==> src/rtl/mux4_rr_arbiter.sv <==
// mux4_rr_arbiter: round-robin arbiter/sequencer in front of a shared 4:1 mux.
// It grants one of four requesters at a time, steers the mux select to the
// winner and registers the accepted word onto a valid/ready output channel.
// A requester may move up to MAX_BURST beats per grant before the grant rotates.
// Every grant passes through one IDLE cycle before the next winner is chosen.
// Optional build macro MUX4_ARB_FIXED_PRIO_EN: the IDLE choice becomes fixed
// priority (req[0] highest) and the rotation pointer is left untouched.
module mux4_rr_arbiter #(
    parameter int WIDTH     = 32,
    parameter int MAX_BURST = 4
) (
    input  logic             clk,
    input  logic             rst,
    input  logic [3:0]       req,
    input  logic [WIDTH-1:0] in1,
    input  logic [WIDTH-1:0] in2,
    input  logic [WIDTH-1:0] in3,
    input  logic [WIDTH-1:0] in4,
    output logic [3:0]       ack,
    output logic [3:0]       grant,
    output logic [1:0]       sel,
    output logic [WIDTH-1:0] out,
    output logic             out_valid,
    input  logic             out_ready
);

    typedef enum logic [0:0] {
        IDLE  = 1'b0,
        GRANT = 1'b1
    } state_t;

    // Beat index of the final beat a requester may move in one grant.
    localparam logic [3:0] LAST_BEAT = 4'(MAX_BURST - 1);

    state_t           state_r;
    logic [1:0]       ptr_r;
    logic [3:0]       beat_cnt_r;
    logic [3:0]       grant_r;
    logic [1:0]       sel_r;
    logic [WIDTH-1:0] out_r;
    logic             out_valid_r;

    logic             can_load_s;
    logic             load_s;
    logic [3:0]       ack_s;
    logic [1:0]       winner_s;
    logic [WIDTH-1:0] sel_data_s;

    // Output register can take a new word when it is empty or being drained.
    always_comb begin
        can_load_s = !out_valid_r || out_ready;
        ack_s      = 4'b0000;
        if (state_r == GRANT) begin
            ack_s[sel_r] = req[sel_r] && can_load_s;
        end else begin
            ack_s = 4'b0000;
        end
        load_s = |ack_s;
    end

    // Shared 4:1 mux steered by the registered select.
    always_comb begin
        case (sel_r)
            2'd0:    sel_data_s = in1;
            2'd1:    sel_data_s = in2;
            2'd2:    sel_data_s = in3;
            2'd3:    sel_data_s = in4;
            default: sel_data_s = in1;
        endcase
    end

`ifdef MUX4_ARB_FIXED_PRIO_EN
    // Fixed priority: lowest-numbered active request wins.
    always_comb begin
        if (req[0]) begin
            winner_s = 2'd0;
        end else if (req[1]) begin
            winner_s = 2'd1;
        end else if (req[2]) begin
            winner_s = 2'd2;
        end else begin
            winner_s = 2'd3;
        end
    end
`else
    // Round-robin: first active request scanning upward from ptr, wrapping mod 4.
    always_comb begin
        logic       found_s;
        logic [1:0] idx_s;
        winner_s = ptr_r;
        found_s  = 1'b0;
        idx_s    = ptr_r;
        for (int k = 0; k < 4; k++) begin
            idx_s = ptr_r + 2'(k);
            if (!found_s && req[idx_s]) begin
                winner_s = idx_s;
                found_s  = 1'b1;
            end else begin
                found_s = found_s;
            end
        end
    end
`endif

    // Arbiter FSM plus output channel register.
    always_ff @(posedge clk) begin
        if (rst) begin
            state_r     <= IDLE;
            ptr_r       <= 2'd0;
            beat_cnt_r  <= 4'd0;
            grant_r     <= 4'b0000;
            sel_r       <= 2'd0;
            out_r       <= '0;
            out_valid_r <= 1'b0;
        end else begin
            if (load_s) begin
                out_r       <= sel_data_s;
                out_valid_r <= 1'b1;
            end else if (out_valid_r && out_ready) begin
                out_valid_r <= 1'b0;
            end else begin
                out_valid_r <= out_valid_r;
            end

            case (state_r)
                IDLE: begin
                    if (|req) begin
                        grant_r    <= 4'b0001 << winner_s;
                        sel_r      <= winner_s;
                        beat_cnt_r <= 4'd0;
                        state_r    <= GRANT;
                    end else begin
                        state_r <= IDLE;
                    end
                end
                GRANT: begin
                    // Release on the last allowed beat or when the owner withdraws.
                    if ((load_s && (beat_cnt_r == LAST_BEAT)) || !req[sel_r]) begin
                        grant_r <= 4'b0000;
                        state_r <= IDLE;
`ifndef MUX4_ARB_FIXED_PRIO_EN
                        ptr_r   <= sel_r + 2'd1;
`endif
                    end else begin
                        state_r <= GRANT;
                    end
                    if (load_s) begin
                        beat_cnt_r <= beat_cnt_r + 4'd1;
                    end else begin
                        beat_cnt_r <= beat_cnt_r;
                    end
                end
                default: begin
                    state_r <= IDLE;
                    grant_r <= 4'b0000;
                end
            endcase
        end
    end

    assign ack       = ack_s;
    assign grant     = grant_r;
    assign sel       = sel_r;
    assign out       = out_r;
    assign out_valid = out_valid_r;

endmodule

==> config.mk <==
export PLATFORM = sky130hd
export DESIGN_NAME = mux4_rr_arbiter
export DESIGN_NICKNAME = d
export VERILOG_FILES = /design/src/rtl/mux4_rr_arbiter.sv
export SDC_FILE = /design/constraint.sdc
export NUM_CORES = 1
export LEC_CHECK = 0
export CORE_MARGIN = 5
export CORE_UTILIZATION = 33
export CTS_BUF_LIST = sky130_fd_sc_hd__clkbuf_8
export DETAILED_ROUTE_END_ITERATION = 6
export GPL_ROUTABILITY_DRIVEN = 0
export GPL_TIMING_DRIVEN = 0
export PLACE_DENSITY_LB_ADDON = 0.3
export SLEW_MARGIN = 15
export SYNTH_ARGS = -nofsm -noshare
export SYNTH_HDL_FRONTEND = slang
export SYNTH_SLANG_ARGS = --single-unit
==> constraint.sdc <==
create_clock -name clk -period 2.2 [get_ports clk]
set_clock_uncertainty 0.05 [all_clocks]
set_input_delay 0.44 -clock clk [delete_from_list [all_inputs] [get_ports clk]]
set_output_delay 0.44 -clock clk [all_outputs]
set_load 0.05 [all_outputs]
==> results of run 1 <==
critical path: stages, from the launching register on:
cell and delay (ns):
dfxtp_4 0.41, mux4_2 0.54, and3_4 0.21, and2_4 0.16, buf_6 0.14
placed cells by master (no fill, tap or decap), types with 5 or more instances in the layout:
| cell type | n |
|---|---|
| dfxtp_1 | 44 |
| clkbuf_8 | 5 |
| nor2_1 | 12 |
| inv_1 | 5 |
| clkdlybuf4s50_1 | 169 |
| o21ai_0 | 37 |
| nand2_1 | 101 |
| a21oi_1 | 40 |
| clkbuf_2 | 9 |
| a222oi_1 | 32 |
| clkbuf_1 | 17 |
registers in the layout, indices dropped and copies added, names as in the netlist:
signal,count
out,32
ptr_r,2
sel,2
state_r,1
beat_cnt_r,4
out_valid,1
grant,4
logic make-up after synthesis:
kind of cell	Yosys count	share of synthesized area [%]
AND/OR/NAND/NOR	139	23.2
AO/OA/AOI/OAI	120	31.2
flip-flops	46	35.7
buffers and inverters	36	5.38
adder cells (fa/ha/maj)	6	2.91
multiplexers	2	1.26
XOR/XNOR	1	0.340
worst max-delay path by stage:
| stage | from | endpoint | slack [ns] | depth (start not counted) |
|---|---|---|---|---|
| 6_report | sel[0]$_SDFFE_PP0P_ | ack[1] | -0.05 | 4 |
| 5_1_grt | sel[0]$_SDFFE_PP0P_ | ack[3] | -0.10 | 4 |
| 4_1_cts | sel[0]$_SDFFE_PP0P_ | ack[1] | -0.06 | 4 |
| 3_5_place_dp | req[3] | ack[0] | -0.93 | 5 |
| 3_3_place_gp | req[3] | ack[0] | -0.91 | 5 |
| 2_1_floorplan | sel[0]$_SDFFE_PP0P_ | ptr_r[1]$_SDFFE_PP0P_ | -0.02 | 9 |
area by class of cell:
class	count	area, µm²
timing repair buffer	181	1800
multi-input combinational	268	1580
clock buffer	5	68.8
clock inverter	2	7.51
tap	102	128
sequential	46	928
inverter	4	15.0
fill	715	3030
buffer	29	130
per-layer routing:
layer,wire (µm),part of all wire (%),global-route usage [%],up-vias
li1,-,-,-,1643
met1,4160,39,25.2,1512
met2,5350,50,36.9,159
met3,1010,9.4,6.79,19
met4,237,2.2,8.61,0
met5,0,0,0,-
per-stage QoR:
step / instances / cell area, µm² / util (%) / TNS (ns) / hold WS [ns]
6_report: 637 / 4660 / 60.6 / -0.179 / 0.402
5_1_grt: 637 / 4660 / 60.6 / -0.687 / 0.430
4_1_cts: 634 / 4620 / 60.1 / -0.319 / 0.406
3_5_place_dp: 629 / 4510 / 58.6 / -20.43 / 0.394
3_3_place_gp: 629 / 4510 / 58.6 / -18.34 / 0.387
2_1_floorplan: 350 / 2610 / - / -0.0498 / 0.411
where the power goes:
| group | switching (mW) | total [mW] | leakage (nW) | internal, mW |
|---|---|---|---|---|
| Clock | 0.269 | 0.479 | 0.0466 | 0.210 |
| Combinational | 0.516 | 0.969 | 1.26 | 0.453 |
| Sequential | 0.0386 | 0.924 | 0.376 | 0.885 |
repair_timing:
item	in CTS	in global routing
resized for setup	50	15
pin swaps	2	4
setup endpoints to repair	42	41
endpoints found under the hold margin	0	0
buffers inserted	1	3
==> results.yml, run 1 <==
yosys:
  ys_top_cells_by_area: "dfxtp_1 (36%), nand2_1 (15%), a222oi_1 (12%), a21oi_1 (7.8%), o21ai_0 (7.6%)"
  synth_most_common_cell: "nand2_1"
  synth_commonest_cells: "nand2_1 (101), dfxtp_1 (46), a21oi_1 (40)"
  seq_area_frac_synth_pct: 35.7
  yosysTopAreaCell: "dfxtp_1"
  syn_nets: 491
  netlist.area_leader.share_pct: 35.7
  synth_edf_count: 0
  synth.distinct_cells: 34
  syn-instance-count: 350
  ys_async_sr_fraction_pct: 0
  synth_seq_cells: 46
  synthFlopType: "dfxtp_1"
  yosysWarnings: 0
  synth_area_per_cell_um2: 7.37
  syn_area_um2: 2580
power:
  power_mw: 2.37
  vdd_drop_max_uv: 246
  power_leakage_nw: 1.68
  powerDensity_nw_per_um2: 509
worst_setup_path:
  required_ns: 1.71
  r2r-end: "grant[1]$_SDFFE_PP0P_"
  reg2regPathDepth: 7
  path_class: "register to output pin"
  rr_startpoint: "sel[0]$_SDFFE_PP0P_"
  crit_fanout: 7
  cp-end-kind: "output pin"
  rrSetupSlack_ns: 0.01
  start_kind: "register"
  worstPathArrival_ns: 1.76
die:
  fp-row-count: 32
  die_h_um: 98.4
  ios: 178
  die-width_um: 98.4
  die_area_um2: 9690
  start_util_pct: 33.6
  coreArea_um2: 7690
routing:
  drtAntennaViolNets: 0
  routed_via_density: 5.23
  wirelength_um: 10800
  detail_route.wl_per_cell_um: 16.9
  vias: 3333
  dr.pass1.iters: 5
  drtIter0Drc: 208
  drc_errors: 0
timing:
  worst_slew_pin_slew_ns: 0.840
  rsz0062_at_grt: "yes"
  fmax_ghz: 0.444
  setup_viol: 4
  slew_violations: 0
  hold_violations: 0
  fin_crit_sh_pct: 102
  max_slew_margin_pct: 43.3
  timing.final.ws_setup_ns: -0.0503
  min_period_ns: 2.25
clock_network:
  cts_buffer_depth: 2
  cts-buffers-inserted: 5
  cts-root-buf: "clkbuf_8"
  clk_latency_ns: 0.30
  path_clk_slew_ns: 0.08
  cts_tree: "built"
  htree_num_levels: 2
  holdBufCountCts: 0
  cts_sinks: 46
finish:
  layout.nets: 676
  drive_gt1_share_pct: 9.35
  area_delta_synth_final_pct: 80.6
  antennaDiodeCount: 0
global_route:
  grt_usage_pct: 21.6
  grt_pass1_wl_um: 17200
  overflow: 0
  grt_max_degree: 13
  first_global_vias: 3539
  antenna_found_initial: 0
hold_path:
  min_from: "out[30]$_SDFFE_PP0P_"
  min_to: "out[30]$_SDFFE_PP0P_"
  hold_path_depth: 2
  hold_path.class: "register to register"
job:
  drv_cap: 0
outcome:
  violations: "setup timing"
  status: "finished, violations left"
placed_design:
  port_buffers: 177
  dp_hpwl_um: 8430
  dp_slack_ns: -0.932
Note: power is estimated with default switching activity, not from simulation.
==> run 2: changes to the inputs <==
Settings changed: CELL_PAD_IN_SITES_DETAIL_PLACEMENT set to 1, CELL_PAD_IN_SITES_GLOBAL_PLACEMENT set to 1, CORE_UTILIZATION 33 to 22.
==> run 2 against run 1 <==
Compared with the run above:
- flip-flop and latch count unchanged
- utilization down 19 points
- first-iteration DRC count decreased by 11%
- non-clock buffer count grew 4
- critical path depth is 4 higher
- sequential power fell by 0.4%
- largest cell class unchanged
- worst hold slack gained 0.0030 ns
- critical endpoint is now ptr_r[1]$_SDFFE_PP0P_
- the flow still finishes with violations (setup timing)
- sequential share of layout area fell by 0.48 points
==> results.yml, run 2 (synthesis results as in run 1) <==
timing:
  slew_violations: 0
  hold_violations: 0
  max_slew_margin_pct: 44.6
  timing.final.ws_setup_ns: -0.0569
  rsz0062_at_grt: "yes"
  fmax_ghz: 0.443
  setup_viol: 5
  worst_slew_pin_slew_ns: 0.821
  min_period_ns: 2.26
  timing.hold.ws_ns: 0.405
  fin_crit_sh_pct: 103
placed_design:
  dp_slack_ns: -0.973
  place_area_um2: 4560
  port_buffers: 177
  dp_hpwl_um: 9710
worst_setup_path:
  path_class: "register to register"
  required_ns: 2.33
  worstPathArrival_ns: 2.38
  crit_fanout: 10
  start_kind: "register"
  cp-end-kind: "register"
routing:
  dr.pass1.iters: 5
  drtAntennaViolNets: 0
  detail_route.wl_per_cell_um: 18.1
  wirelength_um: 12400
  vias: 3408
  drc_errors: 0
  routed_via_density: 4.99
  drtIter0Drc: 185
job:
  drv_cap: 0
finish:
  antennaDiodeCount: 0
  fillers: 1393
  final_cell_mix: "clkdlybuf4s50_1 (169), nand2_1 (101), dfxtp_1 (44), a21oi_1 (40), o21ai_0 (38)"
  layout.nets: 680
  layout_commonest_cell: "clkdlybuf4s50_1"
  final_cell_area_um2: 4770
  area_delta_synth_final_pct: 85.1
  largest_register_ffs: 32
  drive_gt1_share_pct: 10.6
outcome:
  status: "finished, violations left"
  violations: "setup timing"
clock_network:
  cts_sinks: 46
  cts-buffers-inserted: 5
  holdBufCountCts: 0
  cts_tree: "built"
  clk_latency_ns: 0.31
  path_clk_slew_ns: 0.09
  htree_num_levels: 2
  cts-root-buf: "clkbuf_8"
  cts_buffer_depth: 2
die:
  start_util_pct: 22.5
  ios: 178
  fp-row-count: 39
  coreArea_um2: 11500
  die-width_um: 118
  die_area_um2: 14000
  die_h_um: 118
hold_path:
  hold_path.class: "register to register"
global_route:
  first_global_vias: 3816
  grt_usage_pct: 17.3
  antenna_found_initial: 0
  grt_max_degree: 14
  overflow: 0
  grt_pass1_wl_um: 19600
power:
  powerDensity_nw_per_um2: 534
  vdd_drop_max_uv: 258
  power_leakage_nw: 1.71
run 2: cell count changes in the layout (fill, tap and decap cells not counted), sizes merged:
| cell | before | now |
|---|---|---|
| buf | 12 | 18 |
| bufinv | 0 | 1 |
| clkbuf | 31 | 29 |
run 2: through the flow:
step / util (%) / cells / total power, mW / TNS (ns)
after detailed placement: 39.7 / 670 / 1.91 / -23.13
after CTS: 41.3 / 680 / 2.59 / -0.481
after floorplan: - / 350 / 1.43 / -0.0498
after global placement: 39.7 / 670 / 1.89 / -20.72
final: 41.6 / 683 / 2.55 / -0.231
after global routing: 41.6 / 683 / 2.71 / -0.688
run 2: worst paths after layout:
check	from	end	slack, ns	cells after the start
min reg2reg	out[31]$_SDFFE_PP0P_	out[31]$_SDFFE_PP0P_	0.40	2
min	out[31]$_SDFFE_PP0P_	out[31]$_SDFFE_PP0P_	0.40	2
max reg2reg	sel[0]$_SDFFE_PP0P_	ptr_r[1]$_SDFFE_PP0P_	-0.06	8
max	sel[0]$_SDFFE_PP0P_	ptr_r[1]$_SDFFE_PP0P_	-0.06	8
run 2: final cells by class:
type	count	area [µm²]	share of cell area, %
timing repair buffer	185	1830	38.4
sequential	46	928	19.4
clock buffer	5	68.8	1.44
tap	143	179	3.75
buffer	29	138	2.88
inverter	4	15.0	0.314
clock inverter	3	37.5	0.786
multi-input combinational	268	1580	33.0
run 2: where the power goes:
group | internal (mW) | switching, mW | total [mW]
Combinational | 0.462 | 0.539 | 1.00
Clock | 0.331 | 0.298 | 0.629
Sequential | 0.885 | 0.0346 | 0.920
Total | 1.68 | 0.871 | 2.55
run 2: layer usage:
layer	vias to the layer above	global-route usage [%]	part of all wire [%]
li1	1654	-	-
met1	1610	19.7	40
met2	127	30.8	50
met3	17	5.21	7.4
met4	0	5.38	2.3
met5	-	0	0
run 2: repair_timing:
item	in CTS	in global routing
pin swaps	2	4
buffers inserted	5	3
endpoints found under the setup margin	47	39
gates resized for setup	54	17
hold endpoints to repair	0	0
run 2: critical path: stages (launching register included):
cell	delay [ns]
dfxtp_4	0.40
inv_2	0.07
ha_2	0.19
or4_4	0.54
and4_4	0.22
buf_6	0.14
a31o_4	0.24
mux2i_1	0.20
nor2_1	0.07
==> run 3: changes to the inputs <==
Settings changed: SKIP_LAST_GASP set to 1.
==> run 3 against run 2 <==
Compared with the run above:
- the run still ends with setup timing left
- worst setup slack unchanged
- sequential share of layout area unchanged
- via count unchanged
- combinational power about the same
- critical path type unchanged
==> results.yml, run 3 (synthesis results as in run 1) <==
power:
  power_leakage_nw: 1.71
  clockPowerShare_pct: 24.7
  powerDensity_nw_per_um2: 534
  p_sw_mw: 0.871
  p_int_mw: 1.68
  combinationalPowerShare_pct: 39.3
  swShare_pct: 34.2
  vdd_drop_max_uv: 258
  p_seq_share_pct: 36.1
clock_network:
  clk_latency_ns: 0.31
  htree_num_levels: 2
  cts_buffer_depth: 2
  cts_tree: "built"
  cts-root-buf: "clkbuf_8"
  cts_sinks: 46
  cts-buffers-inserted: 5
  path_clk_slew_ns: 0.09
finish:
  instances_no_fill: 683
  drive_gt1_share_pct: 10.6
  antennaDiodeCount: 0
  largest_register_ffs: 32
  final_cell_area_um2: 4770
  regArea_um2: 928
  layout.nets: 680
  multiInputGateArea_um2: 1580
  final_util_pct: 41.6
  fillers: 1393
  layout_commonest_cell: "clkdlybuf4s50_1"
  area_delta_synth_final_pct: 85.1
  final_cell_mix: "clkdlybuf4s50_1 (169), nand2_1 (101), dfxtp_1 (44), a21oi_1 (40), o21ai_0 (38)"
die:
  coreArea_um2: 11500
  fp-row-count: 39
  die_h_um: 118
  die_area_um2: 14000
  start_util_pct: 22.5
  die-width_um: 118
  ios: 178
worst_setup_path:
  cp_slowest_stage_delay_ns: 0.54
  crit_start: "sel[0]$_SDFFE_PP0P_"
  crit_fanout: 10
  path_cells: "inv_2, ha_2, or4_4, and4_4, buf_6, a31o_4, mux2i_1, nor2_1"
  worstPathArrival_ns: 2.38
  path_class: "register to register"
  rr_startpoint: "sel[0]$_SDFFE_PP0P_"
  cpMaxStageDelayCell: "or4_4"
  required_ns: 2.33
  cp-end-kind: "register"
  start_kind: "register"
timing:
  worst_slew_pin_slew_ns: 0.821
  slew_violations: 0
  timing.final.ws_setup_ns: -0.0569
  tns_ns: -0.231
  hold_violations: 0
  min_period_ns: 2.26
  rsz0062_at_grt: "yes"
  setup_viol: 5
  fmax_ghz: 0.443
  max_slew_margin_pct: 44.6
  fin_crit_sh_pct: 103
global_route:
  grt_usage_pct: 17.3
  overflow: 0
  grt_max_degree: 14
  first_global_vias: 3816
  antenna_found_initial: 0
  grt_pass1_wl_um: 19600
routing:
  routed_via_density: 4.99
  drtAntennaViolNets: 0
  drtIter0Drc: 185
  wirelength_um: 12400
  dr.pass1.iters: 5
  vias: 3408
  detail_route.wl_per_cell_um: 18.1
  drc_errors: 0
outcome:
  violations: "setup timing"
  status: "finished, violations left"
placed_design:
  dpl.cell_count: 670
  dp_slack_ns: -0.973
  place_area_um2: 4560
  dp_hpwl_um: 9710
  port_buffers: 177
hold_path:
  min_from: "out[31]$_SDFFE_PP0P_"
  hold_path.class: "register to register"
job:
  drv_cap: 0
run 3: cell counts in the layout (fill, tap and decap cells not counted):
No cell type changed its count.
run 3: power by group through the flow:
stage | registers [mW] | clock network (mW) | logic, mW
after floorplan | 1.10 | 0 | 0.328
after global placement | 0.936 | 0 | 0.954
after detailed placement | 0.942 | 0 | 0.969
after CTS | 0.922 | 0.664 | 1.00
after global routing | 0.928 | 0.691 | 1.09
final | 0.920 | 0.629 | 1.00
run 3: final cells by class:
cell class	instances	share of cell area, %
Timing Repair Buffer	185	38.4
Multi-Input combinational cell	268	33.0
Sequential cell	46	19.4
Tap cell	143	3.75
Buffer	29	2.88
Clock buffer	5	1.44
Clock inverter	3	0.786
Inverter	4	0.314
run 3: through the flow:
step                      hold slack [ns]  power (mW)
after detailed placement            0.396        1.91
after CTS                           0.407        2.59
after floorplan                     0.411        1.43
after global placement              0.387        1.89
final                               0.405        2.55
after global routing                0.429        2.71
run 3: final timing paths:
kind                                 to  slack, ns  cells past startpoint
setup / recovery  ptr_r[1]$_SDFFE_PP0P_      -0.06                      8
hold / removal     out[31]$_SDFFE_PP0P_       0.40                      2
setup reg to reg  ptr_r[1]$_SDFFE_PP0P_      -0.06                      8
hold reg to reg    out[31]$_SDFFE_PP0P_       0.40                      2
run 3: metal layers:
metal / vias up / GRT usage (%) / wire, µm
met2: 127 / 30.8 / 6200
met1: 1610 / 19.7 / 4960
li1: 1654 / - / -
met4: 0 / 5.38 / 278
met3: 17 / 5.21 / 912
met5: - / 0 / 0
run 3: worst max-delay path: cells and delay by family (launching register included):
family                     cells  cell delay (ns)
muxes                          1             0.20
adders and majority gates      1             0.19
DFF                            1             0.40
and+or+nand+nor                3             0.83
buffers and inverters          2             0.21
AOI/OAI and AO/OA              1             0.24
run 3: timing repair:
| item | CTS | global route |
|---|---|---|
| resized for setup | 54 | 17 |
| setup buffers | 5 | 3 |
| hold buffers | 0 | 0 |
| pin swaps | 2 | 4 |
| setup endpoints to repair | 47 | 39 |
